File: src/rtl/phase_sequencer.sv
// phase_sequencer: produces the FETCH/DECODE/EXECUTE/UPDATE phase stream for the
// sequence controller. It inserts RAM wait states, supports halt, run and single-step
// at instruction boundaries, and counts retired instructions.

package globe;
  typedef enum logic [1:0] {
    FETCH   = 2'd0,
    DECODE  = 2'd1,
    EXECUTE = 2'd2,
    UPDATE  = 2'd3
  } STATES;
endpackage

module phase_sequencer #(
  parameter int WAIT_STATES = 1,     // extra FETCH cycles before MEM_RDY is honoured (0..15)
  parameter bit AUTO_RUN    = 1'b1,  // 1: free-run after reset, 0: start halted
  parameter int ICNT_W      = 16     // retired-instruction counter width
) (
  input  logic               CLK,
  input  logic               RST,
  input  logic               RUN,
  input  logic               STEP,
  input  logic               HALT_REQ,
  input  logic               MEM_RDY,
  output globe::STATES       PHASE,
  output logic               PHASE_STB,
  output logic               HALTED,
  output logic [ICNT_W-1:0]  INSTR_CNT
);

  import globe::*;

  // MODE_STEP doubles as the step flag.
  // MODE_START is the single parked cycle after reset when AUTO_RUN=1. It is reported
  // as running, and it turns into a fresh FETCH entry at the next edge.
  typedef enum logic [1:0] {
    MODE_RUN   = 2'd0,
    MODE_HALT  = 2'd1,
    MODE_STEP  = 2'd2,
    MODE_START = 2'd3
  } mode_t;

  localparam logic [3:0] WAIT_LIM = 4'(WAIT_STATES);
  localparam mode_t      RST_MODE = AUTO_RUN ? MODE_START : MODE_HALT;

  STATES             phase_r, phase_s;
  mode_t             mode_r, mode_s;
  logic [3:0]        wait_r, wait_s;
  logic              halt_pend_r, halt_pend_s;
  logic              enter_s;
  logic              wait_done_s;
  logic              stb_r, stb_s;
  logic              halted_r, halted_s;
  logic [ICNT_W-1:0] icnt_r, icnt_s;

  assign wait_done_s = (wait_r == WAIT_LIM);

  // State and output registers with synchronous active-high reset
  always_ff @(posedge CLK) begin
    if (RST) begin
      phase_r     <= FETCH;
      mode_r      <= RST_MODE;
      wait_r      <= 4'd0;
      halt_pend_r <= 1'b0;
      stb_r       <= 1'b0;
      halted_r    <= !AUTO_RUN;
      icnt_r      <= {ICNT_W{1'b0}};
    end else begin
      phase_r     <= phase_s;
      mode_r      <= mode_s;
      wait_r      <= wait_s;
      halt_pend_r <= halt_pend_s;
      stb_r       <= stb_s;
      halted_r    <= halted_s;
      icnt_r      <= icnt_s;
    end
  end

  // Next phase, mode, wait count and pending-halt latch
  always_comb begin
    phase_s     = phase_r;
    mode_s      = mode_r;
    wait_s      = wait_r;
    halt_pend_s = halt_pend_r;
    enter_s     = 1'b0;
    case (mode_r)
      MODE_HALT: begin
        // Parked at a boundary. HALT_REQ outranks RUN, and RUN outranks STEP.
        phase_s     = FETCH;
        wait_s      = 4'd0;
        halt_pend_s = 1'b0;
        if (HALT_REQ) begin
          mode_s = MODE_HALT;
        end else if (RUN) begin
          mode_s  = MODE_RUN;
          enter_s = 1'b1;
        end else if (STEP) begin
          mode_s  = MODE_STEP;
          enter_s = 1'b1;
        end else begin
          mode_s = MODE_HALT;
        end
      end
      MODE_START: begin
        phase_s     = FETCH;
        wait_s      = 4'd0;
        mode_s      = MODE_RUN;
        enter_s     = 1'b1;
        halt_pend_s = HALT_REQ;
      end
      MODE_RUN, MODE_STEP: begin
        if (HALT_REQ) begin
          halt_pend_s = 1'b1;
        end else begin
          halt_pend_s = halt_pend_r;
        end
        // RUN during a single step turns it into free-running. STEP while running is ignored.
        if ((mode_r == MODE_STEP) && RUN) begin
          mode_s = MODE_RUN;
        end else begin
          mode_s = mode_r;
        end
        case (phase_r)
          FETCH: begin
            if (wait_done_s && MEM_RDY) begin
              phase_s = DECODE;
              enter_s = 1'b1;
            end else if (!wait_done_s) begin
              wait_s = wait_r + 4'd1;
            end else begin
              wait_s = wait_r;
            end
          end
          DECODE: begin
            phase_s = EXECUTE;
            enter_s = 1'b1;
          end
          EXECUTE: begin
            if (MEM_RDY) begin
              phase_s = UPDATE;
              enter_s = 1'b1;
            end else begin
              phase_s = EXECUTE;
            end
          end
          UPDATE: begin
            // Instruction boundary. A HALT_REQ seen in this very cycle also stops here.
            phase_s = FETCH;
            wait_s  = 4'd0;
            if (halt_pend_r || HALT_REQ || (mode_s == MODE_STEP)) begin
              mode_s      = MODE_HALT;
              halt_pend_s = 1'b0;
            end else begin
              enter_s = 1'b1;
            end
          end
          default: begin
            phase_s = FETCH;
            wait_s  = 4'd0;
            enter_s = 1'b1;
          end
        endcase
      end
      default: begin
        mode_s      = MODE_HALT;
        phase_s     = FETCH;
        wait_s      = 4'd0;
        halt_pend_s = 1'b0;
      end
    endcase
  end

  // Next values of the strobe, halted flag and retired-instruction counter
  always_comb begin
    stb_s    = enter_s;
    halted_s = (mode_s == MODE_HALT);
    if (((mode_r == MODE_RUN) || (mode_r == MODE_STEP)) && (phase_r == UPDATE)) begin
      icnt_s = icnt_r + ICNT_W'(1);
    end else begin
      icnt_s = icnt_r;
    end
  end

  assign PHASE     = phase_r;
  assign PHASE_STB = stb_r;
  assign HALTED    = halted_r;
  assign INSTR_CNT = icnt_r;

endmodule

File: config.mk
export PLATFORM = sky130hd
export DESIGN_NAME = phase_sequencer
export DESIGN_NICKNAME = d
export VERILOG_FILES = /design/src/rtl/phase_sequencer.sv
export SDC_FILE = /design/constraint.sdc
export NUM_CORES = 1
export LEC_CHECK = 0
export ABC_AREA = 1
export CORE_MARGIN = 5
export CORE_UTILIZATION = 47
export DETAILED_ROUTE_END_ITERATION = 7
export PLACE_DENSITY = 0.79
export SYNTH_ARGS = -nofsm -noshare
export SYNTH_HDL_FRONTEND = slang
export SYNTH_SLANG_ARGS = --single-unit
export TNS_END_PERCENT = 20
File: constraint.sdc
create_clock -name CLK -period 1.25 [get_ports CLK]
set_input_delay 0.1875 -clock CLK [delete_from_list [all_inputs] [get_ports CLK]]
set_output_delay 0.1875 -clock CLK [all_outputs]
set_load 0.02 [all_outputs]
# Word level (Yosys, flattened, before mapping)
# Index checks and enable logic that the tools add are counted.
[totals]
mem_bits_ro = 0
ramBits = 0
latch_bits = 0
n_memories = 0
ff_bits = 27
elab_cells = 61
inputBits = 6
out_inout_bits = 20
[op_classes]
n_mux = 28
shifts = 0
n_reduce_logical = 11
order_cmp = 0
bitwise_logic = 0
eq_ne = 13
n_addsub = 2
n_div = 0
mul = 0
[op_table]
columns = ["cell", "n"]
rows = [
  ["16-bit by 1-bit adder with 16-bit output, second input constant", 1],
  ["2-bit two-way mux", 8],
  ["4-bit one-hot mux with 2 select lines", 2],
  ["2-bit equality test, second input constant", 5],
  ["1-bit two-way mux", 10],
  ["3-bit != test, second input constant", 3],
  ["4-bit two-way mux", 2],
  ["2-bit one-hot mux with 4 select lines", 1],
  ["2-bit by 1-bit equality test with 1-bit output, second input constant", 3],
  ["1-bit one-hot mux with 3 select lines", 2],
  ["2-bit one-hot mux with 3 select lines", 1],
  ["4-bit by 1-bit adder with 4-bit output, second input constant", 1],
  ["4-bit by 1-bit equality test with 1-bit output, second input constant", 1],
  ["2-bit logical NOT", 2],
  ["1-bit one-hot mux with 4 select lines", 1],
  ["2-bit one-hot mux with 2 select lines", 1],
  ["2-bit OR reduction", 2],
  ["1-bit logical AND", 3],
  ["1-bit logical OR", 3],
  ["3-bit by 2-bit != test with 1-bit output, second input constant", 1],
  ["3-bit AND reduction", 1],
]

# Longest topological paths before layout
# Gate-level depths: netlist of run 1.
[logic_depth]
word_depth = 10
ltp_mapped = 9
depth_no_buf = 9

# Worst setup path after synthesis of run 1
# No wires, ideal clock.
[synth_path]
path_kind = "register to register"
startpoint = "reg phase_r[1], in the netlist PHASE[1]"
endpoint = "reg icnt_r[7], in the netlist INSTR_CNT[7]"
period_less_slack_ns = 1.539
setup_slack_ns = -0.289
required_time_ns = 1.131
n_path_buf = 0
stages_incl_launch_ff = 9
setup_time_ns = 0.119
arrival_ns = 1.420
cell_sequence = "dfxtp_1 ha_1 inv_2 nor2_8 nand2_4 nor2_4 nand2_1 o21ai_0 a21oi_1"
[synth_via]
elab_chain_cells = 2
[synth_lines]
columns = ["item", "line_no", "source"]
rows = [
  ["from (decl)", "46", "STATES phase_r, phase_s;"],
  ["from (signal assigned)", "69", "phase_r <= phase_s;"],
  ["2-bit equality test", "177", "if (((mode_r == MODE_RUN) || (mode_r == MODE_STEP)) && (phase_r == UPDATE)) begin"],
  ["1-bit logical AND", "177", ""],
  ["to (signal assigned)", "67", "icnt_r <= {ICNT_W{1'b0}};"],
  ["to (signal assigned)", "75", "icnt_r <= icnt_s;"],
  ["to (decl)", "54", "logic [ICNT_W-1:0] icnt_r, icnt_s;"],
]
# Every way passes these cells.
# A chain may end at the register's enable or synchronous reset.

# Worst setup path in the final report of run 1
[layout_path]
startpoint = "reg phase_r[0], in the netlist PHASE[0]"
endpoint = "reg wait_r[1]"
[layout_via]
elab_chain_cells = 3
word_cells_on_any_way = 8
cone_classes = "eq/ne: 4; mux: 2; reduce/logical: 2"
[layout_lines]
columns = ["item", "line_no", "source"]
rows = [
  ["2-bit equality test / 2-bit logical NOT (equally long branches)", "123", "case (phase_r)"],
  ["4-bit one-hot mux with 2 select lines, or another cell as far along", "123", ""],
  ["4-bit one-hot mux with 2 select lines / 3-bit AND reduction (equally long branches)", "-", ""],
  ["to (signal assigned)", "71", "wait_r <= wait_s;"],
  ["to (decl)", "48", "logic [3:0] wait_r, wait_s;"],
]
# Several ways; a longest one is shown, not always the timed one.

==> impl_summary.txt, run 1 <==
----------------------------------------------------
[Logic synthesis]
  Top flip-flop cell by instance count after synthesis ... sky130_fd_sc_hd__dfxtp_1
  Share of Yosys cell area claimed by the top area cell type ... 36.8%
  Top post-synthesis cells by area ... sky130_fd_sc_hd__dfxtp_1 (37%), sky130_fd_sc_hd__nand2_1 (12%), sky130_fd_sc_hd__nor2_1 (6.9%), sky130_fd_sc_hd__inv_1 (6.4%), sky130_fd_sc_hd__ha_1 (6.0%)
  Synthesis Warnings ... 0
  Syn Inst Count ... 209
  Netlist area before placement ... 1470 µm²
  Library cell with the largest summed area after synthesis ... sky130_fd_sc_hd__dfxtp_1
  Count of state elements after synthesis ... 27
  Proportion of synthesized chip area in sequential cells ... 36.8%
  Number of library cell types mapped by synthesis ... 26
  Synthesized area divided by synthesized cell count ... 7.03 µm²
  Async set or reset register ratio after synthesis ... 0%
  Post-synth EDFFs ... 0
  Synthesized netlist net count ... 222

[Setup path]
  Standard cell with the maximum stage delay on the critical path ... sky130_fd_sc_hd__dfxtp_4
  Crit. path cell count ... 8
  Arrival time at the worst endpoint ... 1640 ps
  Setup CP Type ... flop to flop
  Critical path, cell by cell ... ha_4 -> inv_6 -> nor2_2 -> nor2_2 -> nand2_2 -> o21ai_2 -> nand2_2 -> nor3b_2
  Worst setup EP type ... flop
  Buffers & Inverters on Critical Path ... 1
  Crit path launch type ... flop
  Cell type group with the largest total delay on the critical path ... simple AND/OR/NAND/NOR gates
  Required time reported for the critical path endpoint ... 1520 ps
  Crit path largest cell delay ... 390 ps
  Maximum fanout count along the critical path ... 6
  Worst-case reg-to-reg path depth ... 8

[STA]
  Post-route minimum period ... 1370 ps
  Final Skew ... 3.50 ps
  Finish-stage setup viols ... 11
  Worst slew margin relative to its limit ... 80.8%
  Sum Neg Setup Slack ... -563 ps
  Hold Fails Final Rpt ... 0
  Max-slew violations ... 0
  Tcrit/Tclk final ... 110%
  Upper clock frequency limit ... 729 MHz
  Slew @ Worst Pin ... 285 ps
  RSZ-0062 raised after global routing ... true
  Final WS setup ... -122 ps

[Place]
  Final weighted congestion in routability-driven placement ... 0.811
  Count of placed standard cells including taps ... 305
  Post-detail-place hpwl ... 2630 µm
  IO Port Bufs ... 25

[Routing]
  Vias per std cell ... 4.94
  Residual DRC count ... 0
  Count of vias placed by the detailed router ... 1555
  Average routed wire per standard cell ... 11.8 µm
  Post-detailed-route count of antenna-violating nets ... 0
  Drt pass-1 iters ... 4
  Total detailed-routing wirelength ... 3710 µm
  DR iter-0 viols ... 34

[Final layout]
  Post-layout net count ... 285
  Multi-input gate area ... 925 µm²
  Final non-filler cell total ... 315
  Fillers ... 227
  Sequential Area ... 577 µm²
  Fraction of final layout cells sized beyond drive strength 1 ... 40.2%
  Antenna diode instance count ... 0
  Area growth syn-to-layout ... 50.5%

[GRT]
  Global-route wire length before repair ... 5920 µm
  Maximum number of pins on one net before global-route repair ... 15
  Antenna violations before repair ... 0
  Gr usage total ... 17.2%
  GRT Residual Overflow ... 0
  Via count of the first global-routing pass ... 1420

[Power and ir drop]
  Static leakage ... 0.954 nW
  Worst-case vdd ir drop ... 0.533 mV
  Design Power ... 1.54 mW
  Areal power density over the cells ... 697 nW/µm²

[Hold path]
  Worst Hold Depth ... 2
  Type of the most critical hold path ... flop to flop

[Clocking]
  Clock Sink Count ... 27
  Number of buffers created by CTS ... 3
  Clock tree from TritonCTS ... done
  Later-pin clock latency in the skew report ... 330 ps
  CTS max path bufs ... 2
  CTS clk-pin slew, worst paths ... 140 ps
  H-tree depth ... 1
  Clock root buffer ... sky130_fd_sc_hd__clkbuf_4

[Die]
  Core area ... 3030 µm²
  IO Pins ... 26
  Vertical die dimension ... 65.9 µm
  Horizontal die dimension ... 65.9 µm
  Starting density of the core ... 48.6%
  Total Die Area ... 4350 µm²
  Row Count ... 20

[Run status]
  Status ... finished, violations left
  Violated checks ... setup timing

[Run]
  Max Cap Viol ... 0

----------------------------------------------------
-- power breakdown --
part / total, mW / switching, mW / internal [mW]
clock: 0.388 / 0.262 / 0.125
sequential: 0.887 / 0.0168 / 0.870
combinational: 0.267 / 0.138 / 0.129
total: 1.54 / 0.417 / 1.12
-- cells in the final DEF (no fill, tap or decap), drive strengths merged --
cell type / instances
clkdlybuf4s15: 12
nand4: 4
and3: 1
o221ai: 1
nor2: 36
a31oi: 1
buf: 40
inv: 27
ha: 7
o21ai: 15
nor3: 2
nor3b: 1
dlygate4sd2: 3
dfxtp: 27
nand2: 52
a21oi: 18
nand3: 11
xor2: 2
clkdlybuf4s50: 5
clkbuf: 5
a21boi: 1
-- path summary, 6_finish.rpt --
| check | from | end | slack [ps] |
|---|---|---|---|
| worst min-delay path | INSTR_CNT[9]$_SDFFE_PP0P_ | INSTR_CNT[9]$_SDFFE_PP0P_ | 500 |
| worst max register to register | PHASE[0]$_SDFFE_PP0P_ | wait_r[1]$_SDFFE_PP0P_ | -120 |
| worst max-delay path | PHASE[0]$_SDFFE_PP0P_ | wait_r[1]$_SDFFE_PP0P_ | -120 |
| worst min register to register | INSTR_CNT[9]$_SDFFE_PP0P_ | INSTR_CNT[9]$_SDFFE_PP0P_ | 500 |
-- metal layers --
layer | up-vias | global-route usage, % | wire length, µm
li1 | 794 | - | -
met2 | 47 | 27.8 | 1740
met1 | 707 | 23.4 | 1750
met5 | - | 0 | 0
met3 | 7 | 1.53 | 134
met4 | 0 | 7.11 | 81
-- final cells by class --
class / instances / share of cell area (%)
clock buffer: 4 / 1.19
multi-input combinational: 152 / 41.8
tap: 44 / 2.49
inverter: 27 / 4.81
timing repair buffer: 61 / 23.6
sequential: 27 / 26.1
-- cells by family after synthesis --
group / after synthesis / share of synthesized area (%)
AND/OR/NAND/NOR: 107 / 34.7
AO/OA/AOI/OAI: 36 / 13.0
adder cells (fa/ha/maj): 7 / 5.96
XOR/XNOR: 2 / 1.19
buffers and inverters: 30 / 8.34
flip-flops: 27 / 36.8
-- worst register-to-register path: cells and delay by family (launching register included) --
kind	cells	cell delay, ps
compound gates	1	80
fa+ha+maj	1	190
buf+inv	1	80
flops	1	390
simple gates	5	580
-- flip-flops by register name (all words and copies together), names as in the netlist --
name	count
INSTR_CNT	16
wait_r	4
PHASE	2
mode_r	2
HALTED	1
PHASE_STB	1
halt_pend_r	1
-- metrics by stage --
step | hold WS, ps | util, % | worst slack, ps | cell area (µm²)
final | 500 | 73.1 | -122 | 2210
after global routing | 518 | 73.1 | -202 | 2210
after CTS | 487 | 68.1 | -101 | 2060
after detailed placement | 465 | 66.7 | -183 | 2020
after global placement | 456 | 66.7 | -77.3 | 2020
after floorplan | 341 | - | -45.0 | 1500
-- cells in the mapped netlist, types with 4 or more instances --
cell,count
sky130_fd_sc_hd__ha_1,7
sky130_fd_sc_hd__nand3_1,9
sky130_fd_sc_hd__nor2_2,7
sky130_fd_sc_hd__inv_1,25
sky130_fd_sc_hd__nand4_1,4
sky130_fd_sc_hd__nor2_1,27
sky130_fd_sc_hd__o21ai_0,15
sky130_fd_sc_hd__a21oi_1,17
sky130_fd_sc_hd__nand2_1,48
sky130_fd_sc_hd__dfxtp_1,27
-- repair_timing --
item	4_1_cts	5_1_grt
endpoints found under the setup margin	30	35
pin swaps	4	10
buffers inserted	0	6
resized for setup	56	52
gates cloned	0	0
hold buffers	0	0
Note: power is estimated with default switching activity, not from simulation.
==> run 2, diff against run 1 <==
--- a/config.mk
+++ b/config.mk
@@ -9,6 +9,7 @@
 export CORE_MARGIN = 5
 export CORE_UTILIZATION = 47
 export DETAILED_ROUTE_END_ITERATION = 7
+export MAX_ROUTING_LAYER = met4
 export PLACE_DENSITY = 0.79
 export SYNTH_ARGS = -nofsm -noshare
 export SYNTH_HDL_FRONTEND = slang
==> impl_summary.txt, run 2 (same netlist as run 1, synthesis figures left out) <==
----------------------------------------------------
[Final layout]
  Post-layout net count ... 285
  Finished Cell Area ... 2210 µm²
  Multi-input gate area ... 925 µm²
  Fraction of final layout cells sized beyond drive strength 1 ... 40.2%
  Antenna diode instance count ... 0
  Fillers ... 227
  Commonest non-fill, non-tap cells in the layout ... sky130_fd_sc_hd__nand2_1 (44), sky130_fd_sc_hd__buf_4 (32), sky130_fd_sc_hd__inv_1 (22), sky130_fd_sc_hd__nor2_1 (22)
  Number of flip-flops under the largest register name ... 16
  Sequential Area ... 577 µm²
  Most common cell after layout, fill and taps aside ... sky130_fd_sc_hd__nand2_1
  Area growth syn-to-layout ... 50.5%

[STA]
  Slew @ Worst Pin ... 285 ps
  Final WS setup ... -125 ps
  Final Skew ... 3.15 ps
  Post-route minimum period ... 1370 ps
  Hold Fails Final Rpt ... 0
  Worst slew margin relative to its limit ... 80.8%
  Max-slew violations ... 0
  Sum Neg Setup Slack ... -589 ps
  Upper clock frequency limit ... 727 MHz
  Finish-stage setup viols ... 12
  Tcrit/Tclk final ... 110%
  RSZ-0062 raised after global routing ... true

[Power and ir drop]
  Areal power density over the cells ... 696 nW/µm²
  Power dissipated by switching net loads ... 0.416 mW
  Clock network power share ... 25.1%
  Switching share of power ... 27.0%
  Internal power of the cells ... 1.12 mW
  Static leakage ... 0.954 nW
  Share of total power in combinational logic ... 17.3%
  Sequential share of power ... 57.6%
  Worst-case vdd ir drop ... 0.533 mV

[Routing]
  Post-detailed-route count of antenna-violating nets ... 0
  Vias per std cell ... 4.89
  Count of vias placed by the detailed router ... 1539
  Residual DRC count ... 0
  Total detailed-routing wirelength ... 3700 µm
  DR iter-0 viols ... 34
  Average routed wire per standard cell ... 11.7 µm
  Drt pass-1 iters ... 4

[Hold path]
  Hold path startpoint ... INSTR_CNT[9]$_SDFFE_PP0P_
  Worst hold path endpoint ... INSTR_CNT[9]$_SDFFE_PP0P_
  Type of the most critical hold path ... flop to flop
  Worst Hold Depth ... 2

[Setup path]
  Flop-to-flop setup slack ... -120 ps
  Maximum fanout count along the critical path ... 6
  Arrival time at the worst endpoint ... 1650 ps
  Worst-case reg-to-reg path depth ... 8
  Required time reported for the critical path endpoint ... 1520 ps
  Capture instance of the worst register-to-register path ... wait_r[1]$_SDFFE_PP0P_
  Worst setup EP type ... flop
  Crit path launch type ... flop
  Setup CP Type ... flop to flop
  Reg2reg start ... PHASE[0]$_SDFFE_PP0P_

[Place]
  IO Port Bufs ... 25
  Final weighted congestion in routability-driven placement ... 0.823
  Post-detail-place hpwl ... 2630 µm
  Instance area at placement ... 2020 µm²

[Clocking]
  Number of buffers created by CTS ... 3
  Clock Sink Count ... 27
  CTS clk-pin slew, worst paths ... 140 ps
  CTS max path bufs ... 2
  Clock tree from TritonCTS ... done
  H-tree depth ... 1
  Later-pin clock latency in the skew report ... 330 ps
  Clock root buffer ... sky130_fd_sc_hd__clkbuf_4
  Hold buffer count at CTS ... 0

[Die]
  Row Count ... 20
  Horizontal die dimension ... 65.9 µm
  Vertical die dimension ... 65.9 µm
  Total Die Area ... 4350 µm²
  Core area ... 3030 µm²
  IO Pins ... 26
  Starting density of the core ... 48.6%

[GRT]
  Global-route wire length before repair ... 5920 µm
  Via count of the first global-routing pass ... 1420
  Gr usage total ... 17.6%
  Maximum number of pins on one net before global-route repair ... 15
  GRT Residual Overflow ... 0
  Antenna violations before repair ... 0

[Run status]
  Status ... finished, violations left
  Violated checks ... setup timing

[Run]
  Max Cap Viol ... 0

----------------------------------------------------
## run 2: layer usage
layer	up-vias	global-route usage (%)	wire [µm]
met1	701	23.4	1780
li1	794	-	-
met3	9	1.53	100
met2	35	27.8	1740
met5	-	-	0
met4	0	7.11	79
## run 2: how the worst max path moves through the flow
| stage | start | to | slack [ps] | depth (start not counted) |
|---|---|---|---|---|
| 6_report | PHASE[0]$_SDFFE_PP0P_ | wait_r[1]$_SDFFE_PP0P_ | -120 | 8 |
| 5_1_grt | PHASE[1]$_SDFFE_PP0P_ | wait_r[1]$_SDFFE_PP0P_ | -200 | 8 |
| 4_1_cts | PHASE[1]$_SDFFE_PP0P_ | wait_r[1]$_SDFFE_PP0P_ | -100 | 8 |
| 3_5_place_dp | RUN | mode_r[0]$_SDFF_PP1_ | -180 | 5 |
| 3_3_place_gp | RUN | mode_r[0]$_SDFF_PP1_ | -80 | 5 |
| 2_1_floorplan | PHASE[0]$_SDFFE_PP0P_ | INSTR_CNT[14]$_SDFFE_PP0P_ | -40 | 8 |
## run 2: through the flow
| stage | instances | util, % | hold slack (ps) | total power, mW | setup slack [ps] |
|---|---|---|---|---|---|
| after floorplan | 209 | - | 341 | 1.04 | -45.0 |
| after global placement | 305 | 66.7 | 456 | 1.15 | -77.3 |
| after detailed placement | 305 | 66.7 | 465 | 1.16 | -183 |
| after CTS | 309 | 68.1 | 487 | 1.54 | -101 |
| after global routing | 315 | 73.1 | 518 | 1.62 | -202 |
| final | 315 | 73.1 | 500 | 1.54 | -125 |
## run 2: worst max-delay path, cell delays in order (launching register included)
cell	delay, ps
sky130_fd_sc_hd__dfxtp_4	390
sky130_fd_sc_hd__ha_4	190
sky130_fd_sc_hd__inv_6	70
sky130_fd_sc_hd__nor2_2	50
sky130_fd_sc_hd__nor2_2	140
sky130_fd_sc_hd__nand2_2	110
sky130_fd_sc_hd__o21ai_2	80
sky130_fd_sc_hd__nand2_2	100
sky130_fd_sc_hd__nor3b_2	180
## run 2: power by group through the flow
| stage | Sequential, mW | Combinational, mW | Clock (mW) |
|---|---|---|---|
| detailed placement | 0.916 | 0.240 | 0 |
| global route | 0.890 | 0.294 | 0.438 |
| finish | 0.887 | 0.267 | 0.387 |
| CTS | 0.895 | 0.242 | 0.407 |
| global placement | 0.915 | 0.237 | 0 |
| floorplan | 0.925 | 0.114 | 0 |
## run 2: final cells by class
cell class              instances  share of cell area (%)
multi-input cells             152                    41.8
inverters                      27                    4.81
flip-flops and latches         27                    26.1
repair buffers                 61                    23.6
well taps                      44                    2.49
clock buffers                   4                    1.19
## run 2: repair_timing
| action | 4_1_cts | 5_1_grt |
|---|---|---|
| setup buffers | 0 | 6 |
| resized for setup | 56 | 52 |
| endpoints found under the setup margin | 30 | 35 |
| pin swaps | 4 | 10 |
| hold endpoints to repair | 0 | 0 |
==> run 3, diff against run 2 <==
--- a/config.mk
+++ b/config.mk
@@ -6,7 +6,7 @@
 export NUM_CORES = 1
 export LEC_CHECK = 0
 export ABC_AREA = 1
-export CORE_MARGIN = 5
+export CORE_MARGIN = 8
 export CORE_UTILIZATION = 47
 export DETAILED_ROUTE_END_ITERATION = 7
 export MAX_ROUTING_LAYER = met4
==> impl_summary.txt, run 3 (same netlist as run 1, synthesis figures left out) <==
----------------------------------------------------
[GRT]
  Maximum number of pins on one net before global-route repair ... 16
  GRT Residual Overflow ... 0
  Global-route wire length before repair ... 6160 µm
  Via count of the first global-routing pass ... 1481
  Antenna violations before repair ... 0
  Gr usage total ... 14.7%

[Routing]
  Average routed wire per standard cell ... 12.7 µm
  Vias per std cell ... 5.07
  DR iter-0 viols ... 51
  Count of vias placed by the detailed router ... 1530
  Residual DRC count ... 0
  Drt pass-1 iters ... 4
  Post-detailed-route count of antenna-violating nets ... 0
  Total detailed-routing wirelength ... 3840 µm

[Setup path]
  Flop-to-flop setup slack ... -130 ps
  Worst-case reg-to-reg path depth ... 8
  Standard cell with the maximum stage delay on the critical path ... sky130_fd_sc_hd__dfxtp_4
  Maximum fanout count along the critical path ... 5
  Capture instance of the worst register-to-register path ... wait_r[1]$_SDFFE_PP0P_
  Reg2reg start ... PHASE[1]$_SDFFE_PP0P_
  Arrival time at the worst endpoint ... 1640 ps
  Crit path largest cell delay ... 400 ps
  Crit path launch type ... flop
  Required time reported for the critical path endpoint ... 1520 ps
  Cell repeated most along the worst path ... sky130_fd_sc_hd__nand2_2
  Critical path, cell by cell ... ha_4 -> inv_6 -> nor2_4 -> nor2_2 -> nand2_2 -> o21ai_2 -> nand2_2 -> nor3b_2
  Worst setup EP type ... flop
  Setup CP Type ... flop to flop

[Place]
  Post-detail-place hpwl ... 2720 µm
  Final weighted congestion in routability-driven placement ... 0.848
  Count of placed standard cells including taps ... 294
  IO Port Bufs ... 25

[Power and ir drop]
  Worst-case vdd ir drop ... 0.545 mV
  Areal power density over the cells ... 744 nW/µm²
  Static leakage ... 0.941 nW

[STA]
  Final Skew ... 11.8 ps
  Tcrit/Tclk final ... 110%
  Final WS setup ... -127 ps
  Finish-stage setup viols ... 9
  Hold Fails Final Rpt ... 0
  Upper clock frequency limit ... 726 MHz
  Worst slew margin relative to its limit ... 82.5%
  RSZ-0062 raised after global routing ... true
  Slew @ Worst Pin ... 262 ps
  Post-route minimum period ... 1380 ps
  Max-slew violations ... 0

[Final layout]
  Most common cell after layout, fill and taps aside ... sky130_fd_sc_hd__nand2_1
  Commonest non-fill, non-tap cells in the layout ... sky130_fd_sc_hd__nand2_1 (45), sky130_fd_sc_hd__buf_4 (32), sky130_fd_sc_hd__nor2_1 (24)
  Post-layout net count ... 283
  Final cell utilization of the core ... 69.8%
  Number of flip-flops under the largest register name ... 16
  Final non-filler cell total ... 302
  Antenna diode instance count ... 0
  Area growth syn-to-layout ... 42.6%
  Fraction of final layout cells sized beyond drive strength 1 ... 37.9%

[Clocking]
  Clock tree from TritonCTS ... done
  H-tree depth ... 1
  Clock Sink Count ... 27
  CTS clk-pin slew, worst paths ... 150 ps
  CTS max path bufs ... 2
  Number of buffers created by CTS ... 3
  Clock root buffer ... sky130_fd_sc_hd__clkbuf_4
  Later-pin clock latency in the skew report ... 330 ps

[Run status]
  Status ... finished, violations left
  Violated checks ... setup timing

[Hold path]
  Worst hold path endpoint ... INSTR_CNT[2]$_SDFFE_PP0P_
  Worst Hold Depth ... 2
  Type of the most critical hold path ... flop to flop
  Hold path startpoint ... INSTR_CNT[2]$_SDFFE_PP0P_

[Die]
  Row Count ... 20
  Core area ... 3000 µm²
  Starting density of the core ... 49.0%
  Total Die Area ... 5170 µm²
  Horizontal die dimension ... 71.9 µm
  Vertical die dimension ... 71.9 µm
  IO Pins ... 26

[Run]
  Max Cap Viol ... 0

----------------------------------------------------
==> run 3: cell types whose count changed in the layout (fill, tap and decap cells not counted), moves of 2 or more <==
cell,previous run,this run
sky130_fd_sc_hd__nor2_1,22,24
sky130_fd_sc_hd__clkdlybuf4s15_1,6,1
sky130_fd_sc_hd__nor2_2,8,5
sky130_fd_sc_hd__clkbuf_2,1,8
sky130_fd_sc_hd__clkdlybuf4s15_2,6,4
sky130_fd_sc_hd__a21oi_1,12,17
sky130_fd_sc_hd__o21ai_2,5,3
sky130_fd_sc_hd__dfxtp_4,7,4
sky130_fd_sc_hd__o21ai_1,4,7
sky130_fd_sc_hd__a21oi_2,6,1
sky130_fd_sc_hd__dfxtp_1,12,14
==> run 3: critical path, delay by kind of cell, from the launching register on <==
| kind | cells | cell delay (ps) |
|---|---|---|
| simple gates | 5 | 560 |
| flops | 1 | 400 |
| fa+ha+maj | 1 | 190 |
| compound gates | 1 | 90 |
| buf+inv | 1 | 80 |
==> run 3: power breakdown <==
| part | switching (mW) | internal, mW |
|---|---|---|
| clock | 0.280 | 0.120 |
| sequential | 0.0153 | 0.877 |
| combinational | 0.137 | 0.130 |
==> run 3: how the worst max path moves through the flow <==
stage                          start                         end  cells after the start
4_1_cts        PHASE[0]$_SDFFE_PP0P_      wait_r[1]$_SDFFE_PP0P_                      8
2_1_floorplan  PHASE[0]$_SDFFE_PP0P_  INSTR_CNT[14]$_SDFFE_PP0P_                      8
6_report       PHASE[1]$_SDFFE_PP0P_      wait_r[1]$_SDFFE_PP0P_                      8
5_1_grt        PHASE[1]$_SDFFE_PP0P_      wait_r[1]$_SDFFE_PP0P_                      8
3_3_place_gp                HALT_REQ        PHASE_STB$_SDFF_PP0_                      6
3_5_place_dp                     RUN        mode_r[0]$_SDFF_PP1_                      5
==> run 3: layout make-up <==
cell class | instances | area, µm²
fillers | 237 | 907
multi-input cells | 152 | 888
flip-flops and latches | 27 | 567
repair buffers | 59 | 465
inverters | 27 | 106
well taps | 33 | 41.3
clock buffers | 3 | 22.5
clock inverters | 1 | 5.00
==> run 3: layer usage <==
| metal | GRT usage, % | vias up | wire (µm) |
|---|---|---|---|
| met5 | - | - | 0 |
| li1 | - | 790 | - |
| met4 | 5.22 | 0 | 55 |
| met2 | 23.3 | 37 | 1800 |
| met1 | 18.6 | 697 | 1860 |
| met3 | 2.34 | 6 | 124 |
==> run 3: through the flow <==
stage / cell area (µm²) / setup WS (ps) / hold slack, ps / total power, mW / TNS (ps)
detailed placement: 2010 / -188 / 467 / 1.16 / -1140
floorplan: 1500 / -45.0 / 341 / 1.04 / -232
CTS: 2040 / -107 / 488 / 1.54 / -510
global placement: 2010 / -76.4 / 457 / 1.15 / -435
finish: 2100 / -127 / 485 / 1.56 / -599
global route: 2100 / -210 / 512 / 1.63 / -1610
==> run 3: what timing repair did <==
action | 4_1_cts | 5_1_grt
gates resized for setup | 57 | 45
hold buffers | 0 | 0
pin swaps | 3 | 10
endpoints found under the setup margin | 35 | 34
cloned | 0 | 0
setup buffers | 0 | 4
